## src/rtl/led_blink_seq.sv

```systemverilog
// Blink-sequence generator: on a one-cycle start it drives the LED through
// `count` on/off blinks with millisecond timing, then pulses done.
module led_blink_seq #(
  parameter int   sclk_freq = 50_000_000,
  parameter logic on_vol    = 1'b1,
  parameter int   on_ms     = 200,
  parameter int   off_ms    = 200,
  parameter int   cnt_width = 4
) (
  input  logic                 sclk,
  input  logic                 rst,
  input  logic                 start,
  input  logic [cnt_width-1:0] count,
  input  logic                 abort,
  output logic                 busy,
  output logic                 done,
  output logic                 led
);

  localparam int MS      = sclk_freq / 1000;
  localparam int ON_CYC  = on_ms * MS;
  localparam int OFF_CYC = off_ms * MS;
  localparam int MAX_CYC = (ON_CYC > OFF_CYC) ? ON_CYC : OFF_CYC;
  localparam int PH_W    = (MAX_CYC > 1) ? $clog2(MAX_CYC) : 1;

  localparam logic [PH_W-1:0] ON_LAST  = PH_W'(ON_CYC - 1);
  localparam logic [PH_W-1:0] OFF_LAST = PH_W'(OFF_CYC - 1);

  typedef enum logic [1:0] {
    S_IDLE,
    S_ON,
    S_OFF
  } state_t;

  state_t                r_state, w_state_nxt;
  logic [PH_W-1:0]       r_phase, w_phase_nxt;
  logic [cnt_width-1:0]  r_remain, w_remain_nxt;
  logic                  r_led, w_led_nxt;
  logic                  r_busy, w_busy_nxt;
  logic                  r_done, w_done_nxt;

  always_comb begin
    // NOTE: every next-state signal gets a default first so no path leaves it unassigned (no latches).
    w_state_nxt  = r_state;
    w_phase_nxt  = r_phase + PH_W'(1);
    w_remain_nxt = r_remain;
    w_led_nxt    = r_led;
    w_busy_nxt   = r_busy;
    w_done_nxt   = 1'b0;

    unique case (r_state)
      S_IDLE: begin
        w_phase_nxt = '0;
        // abort outranks start even while idle
        if (start && !abort) begin
          if (count != '0) begin
            w_state_nxt  = S_ON;
            w_remain_nxt = count;
            w_led_nxt    = on_vol;
            w_busy_nxt   = 1'b1;
          end else begin
            w_done_nxt = 1'b1;
          end
        end
      end

      S_ON: begin
        if (abort) begin
          w_state_nxt  = S_IDLE;
          w_phase_nxt  = '0;
          w_remain_nxt = '0;
          w_led_nxt    = !on_vol;
          w_busy_nxt   = 1'b0;
        end else if (r_phase == ON_LAST) begin
          w_state_nxt = S_OFF;
          w_phase_nxt = '0;
          w_led_nxt   = !on_vol;
        end
      end

      S_OFF: begin
        if (abort) begin
          w_state_nxt  = S_IDLE;
          w_phase_nxt  = '0;
          w_remain_nxt = '0;
          w_led_nxt    = !on_vol;
          w_busy_nxt   = 1'b0;
        end else if (r_phase == OFF_LAST) begin
          w_phase_nxt  = '0;
          w_remain_nxt = r_remain - cnt_width'(1);
          // last blink finished: completion is reported on the IDLE entry cycle
          if (r_remain == cnt_width'(1)) begin
            w_state_nxt = S_IDLE;
            w_busy_nxt  = 1'b0;
            w_done_nxt  = 1'b1;
          end else begin
            w_state_nxt = S_ON;
            w_led_nxt   = on_vol;
          end
        end
      end

      default: begin
        w_state_nxt  = S_IDLE;
        w_phase_nxt  = '0;
        w_remain_nxt = '0;
        w_led_nxt    = !on_vol;
        w_busy_nxt   = 1'b0;
      end
    endcase
  end

  // NOTE: sequential state uses non-blocking assignments so all registers update together.
  always_ff @(posedge sclk or posedge rst) begin
    if (rst) begin
      r_state  <= S_IDLE;
      r_phase  <= '0;
      r_remain <= '0;
      r_led    <= !on_vol;
      r_busy   <= 1'b0;
      r_done   <= 1'b0;
    end else begin
      r_state  <= w_state_nxt;
      r_phase  <= w_phase_nxt;
      r_remain <= w_remain_nxt;
      r_led    <= w_led_nxt;
      r_busy   <= w_busy_nxt;
      r_done   <= w_done_nxt;
    end
  end

  assign busy = r_busy;
  assign done = r_done;
  assign led  = r_led;

endmodule

```

## config.mk

```make
export PLATFORM = sky130hd
export DESIGN_NAME = led_blink_seq
export DESIGN_NICKNAME = d
export VERILOG_FILES = /design/src/rtl/led_blink_seq.sv
export SDC_FILE = /design/constraint.sdc
export NUM_CORES = 1
export LEC_CHECK = 0
export BUFFER_PORTS_ARGS = -buffer_cell sky130_fd_sc_hd__buf_2
export CORE_AREA = 10 10 68 126
export CTS_CLUSTER_DIAMETER = 50
export DETAILED_ROUTE_END_ITERATION = 16
export DIE_AREA = 0 0 78 136
export PLACE_DENSITY = 0.53
export SLEW_MARGIN = 20
export SYNTH_ARGS = -nofsm -noshare
export SYNTH_HDL_FRONTEND = slang
export SYNTH_SLANG_ARGS = --single-unit
```

## constraint.sdc

```tcl
create_clock -name sclk -period 2.2 [get_ports sclk]
set_input_delay 0.33 -clock sclk [delete_from_list [all_inputs] [get_ports sclk]]
set_output_delay 0.33 -clock sclk [all_outputs]
set_load 0.05 [all_outputs]
```

==> summary.md <==
| Metric | Value |
|---|---|
| Placed cell count | 294 |
| Dominant cell by count in the synthesized netlist | dfrtp_1 |
| HPWL Detailed | 3385 um |
| Full die area | 0.01061 mm^2 |
| Worst EP required | 2.37 ns |
| Drt total wl | 4425 um |
| Die X | 78 um |
| Layout cells sized above 1 | 16.36% |
| Cells along the critical path | ha_1, nand2_1, nor3b_4, and2_4, a21oi_2, o32a_1 |
| Total GRT Usage | 9.073% |
| Power per cell area | 894.1 mW/mm^2 |
| First-pass GRT wire length | 7576 um |
| Post-cts resize count | 0 |
| Status | finished, final reports clean |
| RSZ-0062 raised after global routing | false |
| Largest net degree at the start of global routing | 34 |
| Prevailing post-synth register cell | dfrtp_1 |
| R2R Setup Slk | 0.30 ns |
| Root buf cell | clkbuf_16 |
| Vias in the first global route | 1541 |
| Slowest Stage Delay on Critical Path | 0.40 ns |
| Crit. End Element | flop |
| Unique masters post-synth | 45 |
| Arr. time, crit path | 2.07 ns |
| Gr ovfl total | 0 |
| Max Root-Sink Buffers | 2 |
| Register Area | 825.8 um^2 |
| Final min period | 1.905 ns |
| Post-CTS Setup Inserts | 0 |
| Number of H-tree levels | 2 |
| Fraction of registers with async set/reset | 100.0% |
| Critical path launch point type | flop |
| Crit Path Max Fanout | 6 |
| Worst Skew | 0.007693 ns |
| Core ar. | 0.006569 mm^2 |
| Slew at the pin closest to its max-slew limit | 0.4982 ns |
| Post-Syn Nets | 211 |
| Crit-path slowest cell | dfrtp_1 |
| Die extent in y | 136 um |
| TritonCTS buffer count | 5 |
| Final setup violation count | 0 |
| Clock slew at reported path FFs | 0.06 ns |
| Port-buffer cells | 10 |
| Post-Syn Instances | 196 |
| Seq/Total Area, Yosys | 43.39% |
| Largest cells by area after synthesis | dfrtp_1, xor2_1, nor2_1 |
| Synth area leader | dfrtp_1 |
| Hold Slack | 0.1349 ns |
| Final worst path period share | 86.59% |
| Worst slew margin | 66.72% |
| Yosys top cell area share | 43.39% |
| Clk sinks | 33 |
| Reg2Reg Depth | 6 |
| Drt wl/cell | 14.65 um |
| Row cnt | 42 |
| Max-slew violation count | 0 |
| Multi-input gate area | 0.001021 mm^2 |
| Commonest cells in the netlist | dfrtp_1, nor2_1, xor2_1, nand2_1 |
| Hold crit path type | in2async |
| LEAKAGE | 0.0009914 uW |
| Fillers | 693 |
| Max IR drop VDD | 0.2982 mV |
| Fin. Hold Viols | 0 |
| Gp weighted congestion | 0.7818 |
| Syn-to-layout area delta | 16.11% |
| Initial DRC count | 44 |
| Vias | 1456 |
| Fmax | 524.9 MHz |
| Number of flops mapped to enable cells by yosys | 0 |
| ANT cells | 0 |
| Number of max-cap violations | 0 |
| Initial antenna violation count | 0 |
| Ys Warns | 0 |
| Clk_lat worst skew | 0.28 ns |
| Setup Crit Path Kind | reg2reg |
| CTS tree | yes |
| Post-CTS Hold Buffers | 0 |
| R2r endpoint | r_remain[0] |
| Syn Area/Cell | 9.710 um^2 |
| Post-Syn Area | 0.001903 mm^2 |
| Final nets | 228 |
| Non-Filler Instances | 302 |
| Starting Density | 28.97% |
| FF-to-FF Start | r_phase[0] |
| TritonRoute pass-1 iters | 4 |
| #FFs+latches synth | 33 |
| Antenna-violating nets left | 0 |
| Post-route DRC | 0 |
| Setup TNS | 0 ns |
| Via/cell ratio | 4.821 |
| I/O pins | 11 |
-- how the worst max path moves through the flow --
stage | startpoint | end | slack [ns]
floorplan | r_phase[0] | r_remain[0] | 0.50
global placement | r_phase[0] | r_remain[3] | 0.27
detailed placement | r_phase[0] | r_remain[0] | 0.27
CTS | r_phase[0] | r_phase[9] | 0.27
global route | r_phase[0] | r_phase[9] | 0.1
finish | r_phase[0] | r_remain[0] | 0.30
-- area by class of cell --
cell class	instances	area share (%)
clock inverter	2	0.4530
sequential	33	37.37
clock buffer	6	5.832
timing repair buffer	14	3.624
multi-input combinational	150	46.21
inverter	9	1.529
tap	88	4.983
-- metal layers --
layer / share of wire, % / track usage, %
met5: 0 / 0
met4: 3.9 / 6.012
met3: 2.7 / 1.720
met2: 58 / 17.33
met1: 35 / 8.356
-- critical path, delay by kind of cell (launching register included) --
| kind | cells | cell delay [ns] |
|---|---|---|
| flip-flops | 1 | 0.40 |
| adder cells (fa/ha/maj) | 1 | 0.25 |
| AND/OR/NAND/NOR | 3 | 0.74 |
| AO/OA/AOI/OAI | 2 | 0.40 |
-- report_power, final --
part / internal (uW) / switching [uW] / total, uW / leakage [uW]
Clock: 415 / 257 / 672 / 0.0000706
Combinational: 215 / 336 / 552 / 0.000474
Sequential: 677 / 74.0 / 751 / 0.000446
Total: 1310 / 668 / 1980 / 0.000991
-- cells by family after synthesis --
group / after synthesis / share of synthesized area, %
xor+xnor: 22 / 10.12
simple gates: 93 / 29.06
flops: 33 / 43.39
fa+ha+maj: 7 / 4.602
buf+inv: 13 / 2.958
compound gates: 27 / 9.270
mux: 1 / 0.5917
-- state kept, by name (all words and copies together), names as in the netlist --
name	cells
done	1
r_phase	24
led	1
r_state	2
r_remain	4
busy	1
-- stage by stage --
stage / cell area, um^2 / total power, uW / setup slack, ns / util, %
floorplan: 1903 / 1151 / 0.4950 / -
global placement: 2071 / 1330 / 0.2652 / 31.52
detailed placement: 2071 / 1327 / 0.2729 / 31.52
CTS: 2210 / 2001 / 0.2684 / 33.64
global route: 2210 / 2096 / 0.09829 / 33.64
finish: 2210 / 1976 / 0.2951 / 33.64
-- placed cells by master (no fill, tap or decap), drive strengths merged, types with 2 or more instances in the layout --
master   n
dfrtp   33
nor2    32
xor2    16
nand2   14
buf     14
inv      9
nand3    9
a21oi    8
o21ai    7
ha       7
xnor2    6
clkbuf   6
and2     6
and4     5
nand4    5
nor4     4
nor3b    4
o32a     3
nor3     3
and3     3
nor2b    2
a31oi    2
a211oi   2
clkinv   2
or2b     2
Note: power is estimated with default switching activity, not from simulation.
